**config.mk**
```make
export PLATFORM = sky130hd
export DESIGN_NAME = read_axi_buffer_flat
export DESIGN_NICKNAME = d
export VERILOG_FILES = /design/src/rtl/read_axi_buffer_if.sv /design/src/rtl/read_axi_buffer.sv /design/src/flat_wrapper.sv
export SDC_FILE = /design/constraint.sdc
export NUM_CORES = 1
export LEC_CHECK = 0
export CORE_MARGIN = 8
export CORE_UTILIZATION = 38
export DETAILED_ROUTE_END_ITERATION = 8
export MAX_ROUTING_LAYER = met4
export PLACE_DENSITY = 0.83
export SETUP_SLACK_MARGIN = 0.1
export SLEW_MARGIN = 20
export SYNTH_ARGS = -nofsm -noshare
export SYNTH_HDL_FRONTEND = slang
export SYNTH_SLANG_ARGS = --single-unit
```
**constraint.sdc**
```tcl
create_clock -name clk -period 1.5 [get_ports clk]
set_input_delay 0.3 -clock clk [delete_from_list [all_inputs] [get_ports clk]]
set_output_delay 0.3 -clock clk [all_outputs]
set_load 0.05 [all_outputs]
```
**src/rtl/read_axi_buffer_if.sv**
```systemverilog
// AXI4 read-address and read-data channels between the refill engine (master)
// and the memory side (slave).
interface read_axi_buffer_if;
  logic [31:0] axi_araddr;
  logic [7:0]  axi_arlen;
  logic [2:0]  axi_arsize;
  logic [1:0]  axi_arburst;
  logic        axi_arvalid;
  logic        axi_arready;
  logic [31:0] axi_rdata;
  logic [1:0]  axi_rresp;
  logic        axi_rlast;
  logic        axi_rvalid;
  logic        axi_rready;

  modport master (
    output axi_araddr, axi_arlen, axi_arsize, axi_arburst, axi_arvalid, axi_rready,
    input  axi_arready, axi_rdata, axi_rresp, axi_rlast, axi_rvalid
  );

  modport slave (
    input  axi_araddr, axi_arlen, axi_arsize, axi_arburst, axi_arvalid, axi_rready,
    output axi_arready, axi_rdata, axi_rresp, axi_rlast, axi_rvalid
  );
endinterface

```
**src/rtl/read_axi_buffer.sv**
```systemverilog
// Cache-line refill engine: one AXI4 INCR read burst per request, beats assembled
// into a line register. READ_AXI_BUFFER_FWD_EN adds an early-restart beat forward.

module read_axi_buffer_slot (
   input  logic        clk,
   input  logic        rst,
   input  logic        we,
   input  logic [31:0] din,
   output logic [31:0] dout
);
   always_ff @(posedge clk) begin
      if (rst)     dout <= '0;
      else if (we) dout <= din;
   end
endmodule

module read_axi_buffer #(
   parameter int LINE_SIZE = 16
) (
   input  logic                   clk,
   input  logic                   rst,
   input  logic                   en,
   input  logic [31:0]            addr,
   output logic [LINE_SIZE*8-1:0] data,
   output logic                   done,
   output logic                   err,
   output logic                   empty,
   output logic                   fwd_valid,
   output logic [3:0]             fwd_idx,
   output logic [31:0]            fwd_data,
   read_axi_buffer_if.master      bus
);
   localparam int BEATS = LINE_SIZE / 4;
   localparam int OFS   = $clog2(LINE_SIZE);

   typedef enum logic [1:0] {IDLE, ADDR, DATA, DONE} state_t;

   state_t     state;
   logic [3:0] cnt;
   logic       err_flag;
   logic       beat;
   logic       beat_err;
   logic       last_beat;

   assign empty     = (state == IDLE);
   // rready is only ever high in DATA, so the handshake alone marks a consumed beat
   assign beat      = bus.axi_rvalid & bus.axi_rready;
   assign last_beat = (cnt == 4'(BEATS - 1));
   assign beat_err  = (bus.axi_rresp != 2'b00) | (bus.axi_rlast != last_beat);

   always_ff @(posedge clk) begin
      if (rst) begin
         state           <= IDLE;
         cnt             <= '0;
         err_flag        <= 1'b0;
         done            <= 1'b0;
         err             <= 1'b0;
         bus.axi_araddr  <= '0;
         bus.axi_arlen   <= '0;
         bus.axi_arsize  <= '0;
         bus.axi_arburst <= '0;
         bus.axi_arvalid <= 1'b0;
         bus.axi_rready  <= 1'b0;
      end else begin
         done <= 1'b0;
         err  <= 1'b0;
         case (state)
            IDLE: if (en) begin
               bus.axi_araddr  <= {addr[31:OFS], {OFS{1'b0}}};
               bus.axi_arlen   <= 8'(BEATS - 1);
               bus.axi_arsize  <= 3'b010;
               bus.axi_arburst <= 2'b01;
               bus.axi_arvalid <= 1'b1;
               cnt             <= '0;
               err_flag        <= 1'b0;
               state           <= ADDR;
            end
            ADDR: if (bus.axi_arready) begin
               bus.axi_arvalid <= 1'b0;
               bus.axi_rready  <= 1'b1;
               state           <= DATA;
            end
            DATA: if (beat) begin
               cnt      <= cnt + 4'd1;
               err_flag <= err_flag | beat_err;
               // burst length is fixed, so the counter rather than rlast ends it
               if (last_beat) begin
                  bus.axi_rready <= 1'b0;
                  done           <= 1'b1;
                  err            <= err_flag | beat_err;
                  state          <= DONE;
               end
            end
            DONE: state <= IDLE;
            default: state <= IDLE;
         endcase
      end
   end

   for (genvar g = 0; g < BEATS; g++) begin : g_slot
      read_axi_buffer_slot u_slot (
         .clk  (clk),
         .rst  (rst),
         .we   (beat && (cnt == 4'(g))),
         .din  (bus.axi_rdata),
         .dout (data[32*g +: 32])
      );
   end

`ifdef READ_AXI_BUFFER_FWD_EN
   always_ff @(posedge clk) begin
      if (rst) begin
         fwd_valid <= 1'b0;
         fwd_idx   <= '0;
         fwd_data  <= '0;
      end else begin
         fwd_valid <= beat;
         if (beat) begin
            fwd_idx  <= cnt;
            fwd_data <= bus.axi_rdata;
         end
      end
   end
`else
   assign fwd_valid = 1'b0;
   assign fwd_idx   = '0;
   assign fwd_data  = '0;
`endif
endmodule

```
**src/flat_wrapper.sv**
```systemverilog
// flat-port wrapper written by rule: the top's interface ports become plain ports
module read_axi_buffer_flat 
#(
   parameter int LINE_SIZE = 16
)
  (clk, rst, en, addr, data, done, err, empty, fwd_valid, fwd_idx, fwd_data, bus_axi_araddr, bus_axi_arlen, bus_axi_arsize, bus_axi_arburst, bus_axi_arvalid, bus_axi_rready, bus_axi_arready, bus_axi_rdata, bus_axi_rresp, bus_axi_rlast, bus_axi_rvalid);
  read_axi_buffer_if bus_i ();
  input  logic clk;
  input  logic rst;
  input  logic en;
  input  logic [31:0] addr;
  output logic [LINE_SIZE*8-1:0] data;
  output logic done;
  output logic err;
  output logic empty;
  output logic fwd_valid;
  output logic [3:0] fwd_idx;
  output logic [31:0] fwd_data;
  output wire logic [$bits(bus_i.axi_araddr)-1:0] bus_axi_araddr;
  output wire logic [$bits(bus_i.axi_arlen)-1:0] bus_axi_arlen;
  output wire logic [$bits(bus_i.axi_arsize)-1:0] bus_axi_arsize;
  output wire logic [$bits(bus_i.axi_arburst)-1:0] bus_axi_arburst;
  output wire logic [$bits(bus_i.axi_arvalid)-1:0] bus_axi_arvalid;
  output wire logic [$bits(bus_i.axi_rready)-1:0] bus_axi_rready;
  input wire logic [$bits(bus_i.axi_arready)-1:0] bus_axi_arready;
  input wire logic [$bits(bus_i.axi_rdata)-1:0] bus_axi_rdata;
  input wire logic [$bits(bus_i.axi_rresp)-1:0] bus_axi_rresp;
  input wire logic [$bits(bus_i.axi_rlast)-1:0] bus_axi_rlast;
  input wire logic [$bits(bus_i.axi_rvalid)-1:0] bus_axi_rvalid;
  assign bus_axi_araddr = bus_i.axi_araddr;
  assign bus_axi_arlen = bus_i.axi_arlen;
  assign bus_axi_arsize = bus_i.axi_arsize;
  assign bus_axi_arburst = bus_i.axi_arburst;
  assign bus_axi_arvalid = bus_i.axi_arvalid;
  assign bus_axi_rready = bus_i.axi_rready;
  assign bus_i.axi_arready = bus_axi_arready;
  assign bus_i.axi_rdata = bus_axi_rdata;
  assign bus_i.axi_rresp = bus_axi_rresp;
  assign bus_i.axi_rlast = bus_axi_rlast;
  assign bus_i.axi_rvalid = bus_axi_rvalid;
  read_axi_buffer #(.LINE_SIZE(LINE_SIZE)) u_core (.clk(clk), .rst(rst), .en(en), .addr(addr), .data(data), .done(done), .err(err), .empty(empty), .fwd_valid(fwd_valid), .fwd_idx(fwd_idx), .fwd_data(fwd_data), .bus(bus_i));
endmodule
```
==> qor.csv <==
stage,metric,value,unit
status,status,"complete, but fails checks",
status,failing checks,negative setup slack,
clock_network,clock tree buffer depth,2,
setup_path,number of cells on the critical path,6,
logic_synthesis,number of synthesized register bits,168,
global_routing,All-Layer GR Usage,22.03,%
route,DRT antenna net count,0,
timing,Final Max Slew Viols,0,
timing,worst-margin pin slew,0.5406,ns
logic_synthesis,largest cells by area after synthesis,"dfxtp_1 (50%), nand2_1 (18%), a21oi_1 (8.8%)",
floorplanning,die area,22030,µm²
floorplanning,# rows,48,
setup_path,critical path capture point type,flip-flop,
logic_synthesis,"Distinct cells, synth",31,
route,total length of routed met3 wires,2.486,mm
global_routing,initial antenna violation count,0,
route,vias per inst,5.043,
timing,setup_tns,-0.7290,ns
timing,unrepaired setup endpoints after global routing,yes,
min_path,Tightest Hold Check Type,in2reg,
layout,fin cells,1312,
logic_synthesis,"FFs w/ async S/R, synth",0,%
setup_path,largest stage delay on the critical path,0.37,ns
floorplanning,I/O Pins,287,
clock_network,CTS Hold Bufs,0,
timing,final worst setup slack,-0.1146,ns
clock_network,CTS Root Cell,clkbuf_16,
setup_path,crit path from,u_core.cnt[2],
timing,Final Hold Viols,0,
setup_path,startpoint types,flip-flop,
setup_path,crit path cell chain,"and4bb_4, buf_12, and2_4, buf_12, nand2_4, a21oi_2",
timing,Fin Hold WS,0.2130,ns
setup_path,Most Frequent Cell on Critical Path,buf_12,
setup_path,CP max-delay cell,and4bb_4,
clock_network,H-tree depth,4,
route,via count,6617,
clock_network,"Clk pin slew, worst setup/hold paths",0.07,ns
setup_path,critical path type,reg2reg,
layout,# diodes,0,
place,placed insts,1247,
floorplanning,Core Box Area,17240,µm²
floorplanning,Initial Util,38.67,%
global_routing,global-route wire length before repair,36.91,mm
timing,Final min period,1.615,ns
setup_path,RR Endpoint,u_core.g_slot[2].u_slot.dout[7],
setup_path,crit path DAT,1.96,ns
logic_synthesis,register area share after synthesis,50.46,%
clock_network,CTS sink count,168,
route,DRT met1 WL,10.47,mm
timing,Layout Skew,0.01528,ns
clock_network,Skew-Pair Late Insertion Delay,0.43,ns
timing,Rel. slew slack,63.83,%
timing,period utilization,107.6,%
setup_path,worst setup path endpoint,u_core.g_slot[2].u_slot.dout[7],
logic_synthesis,Syn Inst Count,810,
setup_path,Worst EP required,1.85,ns
power_and_ir_drop,total power,13.94,mW
logic_synthesis,cell with the most instances after synthesis,nand2_1,
logic_synthesis,Synth Area per Inst,8.229,µm²
setup_path,crit-path leading delay family,simple AND/OR/NAND/NOR gates,
setup_path,R2R setup slack,-0.11,ns
global_routing,largest net degree at the start of global routing,49,
setup_path,WP buf/inv,2,
route,routed length per instance,21.42,µm
logic_synthesis,top post-synthesis cells by count,"nand2_1 (318), dfxtp_1 (168), a21oi_1 (117), buf_4 (53), a21oi_2 (43)",
route,First-pass DRT Iterations,5,
place,dpl ws,-0.3316,ns
setup_path,reg2reg start,u_core.cnt[2],
power_and_ir_drop,P_leak,5.108,nW
floorplanning,die height,148.4,µm
place,routability congestion estimate,0.8299,
global_routing,grt total ovfl,0,
layout,final core occ,76.10,%
route,Detailed Route WL,28.10,mm
layout,synthesis-to-finish area growth,96.81,%
setup_path,Worst R2R Path Depth,6,
logic_synthesis,synth warn,0,
clock_network,CTS tree,yes,
layout,post-layout instance area,13120,µm²
power_and_ir_drop,PD cells,1063,nW/µm²
logic_synthesis,number of synthesized flops with an enable pin,0,
floorplanning,Horiz. Die Dim,148.4,µm
place,port bufs,232,
logic_synthesis,top_reg_cell synth,dfxtp_1,
logic_synthesis,"area leader, netlist",dfxtp_1,
layout,proportion of layout cells with a drive suffix above 1,47.75,%
route,Iteration-0 DRC Markers,294,
layout,post-layout net count,1153,
place,hpwl dp,16.64,mm
setup_path,critical path peak fanout,7,
clock_network,Num CTS Buffers,17,
global_routing,number of global-route vias before repair,6546,
power_and_ir_drop,largest vdd supply drop,1019,µV
route,Residual DRC,0,
logic_synthesis,cell area after synthesis,6665,µm²
run,Max-Cap Viols,0,
place,area post-placement,10800,µm²
logic_synthesis,Yosys top cell area share,50.46,%
route,top sig layer,met4,
timing,final setup fails,32,
timing,Max Freq,0.6194,GHz
route,met2 WL post-DR,14.24,mm
==> state kept, by name (all words and copies together), names as in the netlist <==
register                   flops
u_core.g_slot.u_slot.dout    128
u_core.bus.axi_araddr         28
u_core.cnt                     4
u_core.state                   2
u_core.bus.axi_arlen           1
u_core.bus.axi_arvalid         1
u_core.bus.axi_rready          1
u_core.done                    1
u_core.err                     1
u_core.err_flag                1
==> cell families after synthesis <==
logic type               share of synthesized area [%]
other                                          0.05626
AO/OA/AOI/OAI                                    15.36
buffers and inverters                            11.30
XOR/XNOR                                        0.3943
AND/OR/NAND/NOR                                  21.12
adder cells (fa/ha/maj)                          1.314
flip-flops                                       50.46
==> final cells by class <==
| class | count | area [µm²] |
|---|---|---|
| Timing Repair Buffer | 302 | 5049 |
| Fill cell | 1017 | 4119 |
| Clock inverter | 11 | 138.9 |
| Multi-Input combinational cell | 580 | 3779 |
| Inverter | 5 | 26.28 |
| Tap cell | 225 | 281.5 |
| Sequential cell | 168 | 3383 |
| Clock buffer | 21 | 460.4 |
==> cells in the final DEF (no fill, tap or decap), types with 4 or more instances in the layout <==
master           instances
and2_4                   4
a21oi_1                 49
a21oi_2                108
conb_1                  50
buf_4                   24
buf_16                   5
ha_4                     4
nand2_8                  4
dfxtp_2                  4
clkbuf_16               26
clkdlybuf4s50_1         66
nand2_4                 64
buf_12                 183
buf_8                    5
dfxtp_1                160
nand2_2                 38
inv_6                    4
dfxtp_4                  4
nor2_1                  10
nand2_1                212
buf_6                    9
==> worst register-to-register path, cell delays in order, from the launching register on <==
cell      delay, ns
dfxtp_2        0.33
and4bb_4       0.37
buf_12         0.12
and2_4         0.25
buf_12         0.19
nand2_4        0.08
a21oi_2        0.21
==> report_power, final <==
group | switching [mW] | leakage [nW] | internal (mW) | total (mW)
logic | 2.49 | 3.46 | 1.92 | 4.40
clock network | 1.95 | 0.287 | 2.58 | 4.53
registers | 0.281 | 1.36 | 4.72 | 5.00
total | 4.72 | 5.11 | 9.22 | 13.9
==> routing by layer <==
layer / global-route usage (%) / vias to the layer above
met5: - / -
met4: 7.751 / 0
met3: 8.387 / 63
met2: 37.09 / 301
met1: 23.26 / 3207
li1: - / 3046
==> worst min path at each step <==
stage / startpoint / end / slack [ns] / depth (start not counted)
6_report: rst / u_core.g_slot[2].u_slot.dout[20] / 0.21 / 2
4_1_cts: rst / u_core.g_slot[2].u_slot.dout[20] / 0.20 / 2
3_3_place_gp: u_core.g_slot[1].u_slot.dout[14] / u_core.g_slot[1].u_slot.dout[14] / 0.48 / 2
2_1_floorplan: rst / u_core.done / 0.37 / 1
3_5_place_dp: u_core.g_slot[3].u_slot.dout[31] / u_core.g_slot[3].u_slot.dout[31] / 0.48 / 2
5_1_grt: rst / u_core.g_slot[2].u_slot.dout[20] / 0.21 / 2
==> timing repair <==
item	in CTS	in global routing
setup endpoints to repair	137	156
resized for setup	105	218
setup buffers	7	9
cloned	6	11
pin swaps	44	79
No activity file was read; power rests on OpenSTA's default activity.
